--- src/rtl/piso_pkg.sv ---
// Shared state encoding for the piso_tx serializer.
// PISO_TX_PARITY_EN adds the PARITY state to the encoding.
package piso_pkg;

`ifdef PISO_TX_PARITY_EN
  typedef enum logic [1:0] {
    IDLE   = 2'd0,
    SHIFT  = 2'd1,
    PARITY = 2'd2
  } state_t;
`else
  typedef enum logic {
    IDLE  = 1'b0,
    SHIFT = 1'b1
  } state_t;
`endif

endpackage

--- src/rtl/piso_bit_cnt.sv ---
// Bit counter for piso_tx: synchronous clear, enable-gated increment,
// asynchronous active-low reset.
module piso_bit_cnt #(
  parameter int unsigned WIDTH = 8
) (
  input  logic                       clk,
  input  logic                       reset,
  input  logic                       en,
  input  logic                       clear,
  output logic [$clog2(WIDTH+1)-1:0] count
);

  always_ff @(posedge clk or negedge reset) begin
    if (!reset) begin
      count <= '0;
    end else if (clear) begin
      count <= '0;
    end else if (en) begin
      count <= count + 1'b1;
    end
  end

endmodule

--- src/rtl/piso_tx.sv ---
// Parallel-in serial-out transmitter with registered serial outputs.
// Define PISO_TX_PARITY_EN to append an even-parity bit to each frame.
module piso_tx
  import piso_pkg::*;
#(
  parameter int unsigned WIDTH     = 8,
  parameter bit          MSB_FIRST = 1'b1
) (
  input  logic             clk,
  input  logic             reset,
  input  logic             en,
  input  logic             load_valid,
  input  logic [WIDTH-1:0] load_data,
  output logic             load_ready,
  output logic             sout,
  output logic             sout_valid,
  output logic             sout_last
);

  localparam int unsigned CW = $clog2(WIDTH+1);
  localparam logic [CW-1:0] LAST_IDX = CW'(WIDTH-1);
  localparam logic [CW-1:0] PENULT_IDX = CW'(WIDTH-2);

  state_t           state;
  logic [WIDTH-1:0] shreg;
  logic [CW-1:0]    count;
  logic             accept;
  logic             cnt_en;
`ifdef PISO_TX_PARITY_EN
  logic             par;
`endif

  assign load_ready = (state == IDLE) && en;
  assign accept     = load_valid && load_ready;
  assign cnt_en     = en && (state == SHIFT);

  function automatic logic head(input logic [WIDTH-1:0] x);
    return MSB_FIRST ? x[WIDTH-1] : x[0];
  endfunction

  function automatic logic [WIDTH-1:0] advance(input logic [WIDTH-1:0] x);
    return MSB_FIRST ? (x << 1) : (x >> 1);
  endfunction

  piso_bit_cnt #(.WIDTH(WIDTH)) u_bit_cnt (
    .clk   (clk),
    .reset (reset),
    .en    (cnt_en),
    .clear (accept),
    .count (count)
  );

  // count holds the index of the bit currently on sout; the first bit is
  // presented on the accept edge, so shreg is loaded already advanced.
  always_ff @(posedge clk or negedge reset) begin
    if (!reset) begin
      state      <= IDLE;
      shreg      <= '0;
      sout       <= 1'b0;
      sout_valid <= 1'b0;
      sout_last  <= 1'b0;
`ifdef PISO_TX_PARITY_EN
      par        <= 1'b0;
`endif
    end else if (en) begin
      case (state)
        IDLE: begin
          if (load_valid) begin
            state      <= SHIFT;
            shreg      <= advance(load_data);
            sout       <= head(load_data);
            sout_valid <= 1'b1;
            sout_last  <= 1'b0;
`ifdef PISO_TX_PARITY_EN
            par        <= ^load_data;
`endif
          end
        end
        SHIFT: begin
          if (count == LAST_IDX) begin
`ifdef PISO_TX_PARITY_EN
            state      <= PARITY;
            sout       <= par;
            sout_last  <= 1'b1;
`else
            state      <= IDLE;
            sout       <= 1'b0;
            sout_valid <= 1'b0;
            sout_last  <= 1'b0;
`endif
          end else begin
            sout  <= head(shreg);
            shreg <= advance(shreg);
`ifdef PISO_TX_PARITY_EN
            sout_last <= 1'b0;
`else
            sout_last <= (count == PENULT_IDX);
`endif
          end
        end
`ifdef PISO_TX_PARITY_EN
        PARITY: begin
          state      <= IDLE;
          sout       <= 1'b0;
          sout_valid <= 1'b0;
          sout_last  <= 1'b0;
        end
`endif
        default: state <= IDLE;
      endcase
    end
  end

endmodule

--- config.mk ---
export PLATFORM = sky130hd
export DESIGN_NAME = piso_tx
export DESIGN_NICKNAME = d
export VERILOG_FILES = /design/src/rtl/piso_pkg.sv /design/src/rtl/piso_bit_cnt.sv /design/src/rtl/piso_tx.sv
export SDC_FILE = /design/constraint.sdc
export NUM_CORES = 1
export LEC_CHECK = 0
export CORE_MARGIN = 2
export CORE_UTILIZATION = 51
export CTS_BUF_LIST = sky130_fd_sc_hd__clkbuf_16
export DETAILED_ROUTE_END_ITERATION = 16
export GPL_ROUTABILITY_DRIVEN = 0
export HOLD_SLACK_MARGIN = 0.08
export PLACE_DENSITY = 0.83
export REMOVE_ABC_BUFFERS = 1
export SLEW_MARGIN = 20
export SYNTH_ARGS = -nofsm -noshare
export SYNTH_HDL_FRONTEND = slang
export SYNTH_SLANG_ARGS = --single-unit
--- constraint.sdc ---
create_clock -name clk -period 4.3 [get_ports clk]
set_input_delay 0.43 -clock clk [delete_from_list [all_inputs] [get_ports clk]]
set_output_delay 0.43 -clock clk [all_outputs]
set_load 0.01 [all_outputs]
==> run_results.csv <==
group,metric,value,unit
run_status,status,"finished clean",
critical_path,crit_start,"en",
timing,fin_crit,2.22,ns
synth,syn_avg_cell_area,12.1,µm²
critical_path,reg2reg_to,"shreg[5]$_DFFE_PN0P_",
critical_path,cp.arrival,1.79,ns
synth,synth_largest_area_cell,"dfrtp_1",
synth,syn_area,738,µm²
power_and_ir_drop,p_per_area,534,mW/mm²
critical_path,critPathKind,"in -> out",
place,dp_hpwl,893,µm
clocking,hold_buffers,0,
detailed_routing,wl_per_cell,14.1,µm
synth,yosysTopAreaCellShare,0.508,
synth,ys_seq_area_frac,0.508,
floorplan,die_w,42.0,µm
global_routing,grtUsageTotal,0.178,
synth,ys_ff_latch,15,
synth,synth_most_common_cell,"dfrtp_1",
floorplan,rows,13,
critical_path,endpoint,"load_ready",
global_routing,grt_max_degree,16,
timing,finalSetupViolCount,0,
critical_path,cp-start-kind,"input port",
global_routing,grt_pass1_wl,2.35,mm
timing,max-slew-margin-rel,0.575,
synth,synthCells,61,
timing,timing.final.ws_setup,2.08,ns
floorplan,dieHeight,42.0,µm
detailed_routing,dr.pass1.iters,2,
timing,max_freq,451,MHz
cells_and_area,layout.cells.non_filler,94,
cells_and_area,fillers,91,
clocking,cts.path.max_buffers,2,
detailed_routing,drtIter0Drc,3,
synth,synth_edf_count,0,
clocking,post_cts_buffers,0,
critical_path,path_cells,"clkdlybuf4s50_1 -> nor2b_1 -> clkdlybuf4s50_1",
power_and_ir_drop,power_leakage,0.413,nW
detailed_routing,dr_total_vias,528,
timing,worst_hold_slack,0.497,ns
critical_path,cp_slowest_cell,"clkdlybuf4s50_1",
critical_path,ff2ff_setup_slack,2.62,ns
cells_and_area,antenna_cells,0,
timing,drv_slew,0,
floorplan,pin_count,16,
cells_and_area,fin_nets,94,
global_routing,gr-total-overflow,0,
clocking,numCtsBuffers,3,
timing,hold_viol_final,0,
synth,async_flop_share,1.00,
critical_path,worstPathRequired,3.87,ns
critical_path,worstReg2RegStart,"state$_DFFE_PN0P_",
timing,tightest_slew,0.636,ns
clocking,clkTransAtPathRegs,0.05,ns
clocking,cts_tree,"done",
detailed_routing,drc,0,
power_and_ir_drop,report.power.total,0.523,mW
detailed_routing,viasPerCell,5.62,
cells_and_area,area_growth,32.7,%
global_routing,antenna_found_initial,0,
detailed_routing,ant_nets,0,
floorplan,coreArea,0.00133,mm²
synth,yosysWarnings,0,
place,portBuffers,15,
synth,ys.flop_type,"dfrtp_1",
power_and_ir_drop,max-vdd-ir-drop,0.000306,V
hold_path,hold_class,"reg -> reg",
synth,yosys-top-cells-area,"dfrtp_1, mux2_2, ha_1, nand3b_1, o21ai_0",
clocking,clk_latency,0.25,ns
timing,rsz0062_at_grt,"false",
clocking,cts.repair.resized,0,
critical_path,crit_top_cell,"clkdlybuf4s50_1",
cells_and_area,utilization,0.735,
timing,tns,0,ns
cells_and_area,drive_above_1_share,0.228,
synth,ys_types,19,
place,pre_cts_slack,2.08,ns
place,placed_cells,90,
clocking,h-tree-depth,1,
critical_path,reg2regPathDepth,3,
clocking,root_buffer,"clkbuf_16",
place,dpl_cell_area,900,µm²
floorplan,start_util,0.553,
cells_and_area,finalInstanceArea,980,µm²
timing,clock_skew,0.00191,ns
job,max_cap_viol_count,0,
floorplan,die-area,0.00177,mm²
synth,synthTopCellsByCount,"dfrtp_1, mux2_2, nand2_1, o21ai_0",
timing,post-route-period-util,0.516,
clocking,clkSinkCount,15,
critical_path,slowest_delay,0.60,ns
critical_path,end_kind,"output pin",
critical_path,worstPathMaxFanout,6,
global_routing,grt_pass1_vias,525,
detailed_routing,finalWirelength,1.33,mm
report_power, final:
| group | total [mW] | switching, mW | internal [mW] |
|---|---|---|---|
| combinational | 0.121 | 0.0467 | 0.0739 |
| clock | 0.182 | 0.0575 | 0.124 |
| sequential | 0.221 | 0.0361 | 0.184 |
| total | 0.523 | 0.140 | 0.382 |
cells in the final DEF (no fill, tap or decap), drive strengths merged:
| cell | instances |
|---|---|
| clkdlybuf4s50 | 15 |
| nor2 | 2 |
| dfrtp | 15 |
| nand3b | 3 |
| nor2b | 2 |
| nand2 | 5 |
| inv | 3 |
| o21ai | 5 |
| a32o | 1 |
| a31oi | 1 |
| a22o | 1 |
| o21bai | 1 |
| clkinv | 1 |
| nand3 | 3 |
| mux2 | 12 |
| ha | 2 |
| a21oi | 2 |
| o41ai | 1 |
| clkbuf | 3 |
| o311ai | 1 |
metal layers:
metal	routed length, µm	GRT usage	vias to the layer above
li1	-	-	258
met3	63	0.0517	2
met1	600	0.221	256
met2	645	0.291	12
met5	0	0	-
met4	21	0.0750	0
how the worst min path moves through the flow:
stage	from	end	cells past startpoint	slack (ns)
after floorplan	reset	shreg[1]$_DFFE_PN0P_	0	0.13
after global placement	sout_last$_DFFE_PN0P_	sout_last$_DFFE_PN0P_	2	0.47
after detailed placement	sout_last$_DFFE_PN0P_	sout_last$_DFFE_PN0P_	2	0.49
after CTS	sout_last$_DFFE_PN0P_	sout_last$_DFFE_PN0P_	2	0.50
after global routing	shreg[7]$_DFFE_PN0P_	shreg[7]$_DFFE_PN0P_	1	0.51
final	sout_valid$_DFFE_PN0P_	sout_valid$_DFFE_PN0P_	2	0.50
flip-flops by register name (all words and copies together) (netlist names):
register	cells
sout_valid	1
sout	1
u_bit_cnt.count	4
shreg	7
state	1
sout_last	1
cell families after synthesis:
group                    Yosys count  synth area share
buffers and inverters              4            0.0254
AND/OR/NAND/NOR                   15             0.103
adder cells (fa/ha/maj)            2            0.0339
flip-flops                        15             0.508
AO/OA/AOI/OAI                     13             0.146
multiplexers                      12             0.183
area by class of cell:
type | instances | area (µm²) | area share
Sequential cell | 15 | 375 | 0.383
Multi-Input combinational cell | 42 | 344 | 0.351
Clock inverter | 1 | 5.00 | 0.00511
Tap cell | 15 | 18.8 | 0.0192
Timing Repair Buffer | 15 | 150 | 0.153
Clock buffer | 3 | 75.1 | 0.0766
Inverter | 3 | 11.3 | 0.0115
critical path, delay by kind of cell:
kind	cells	cell delay, ns
simple gates	1	0.20
buf+inv	2	1.16
(Power assumes the default switching activity.)
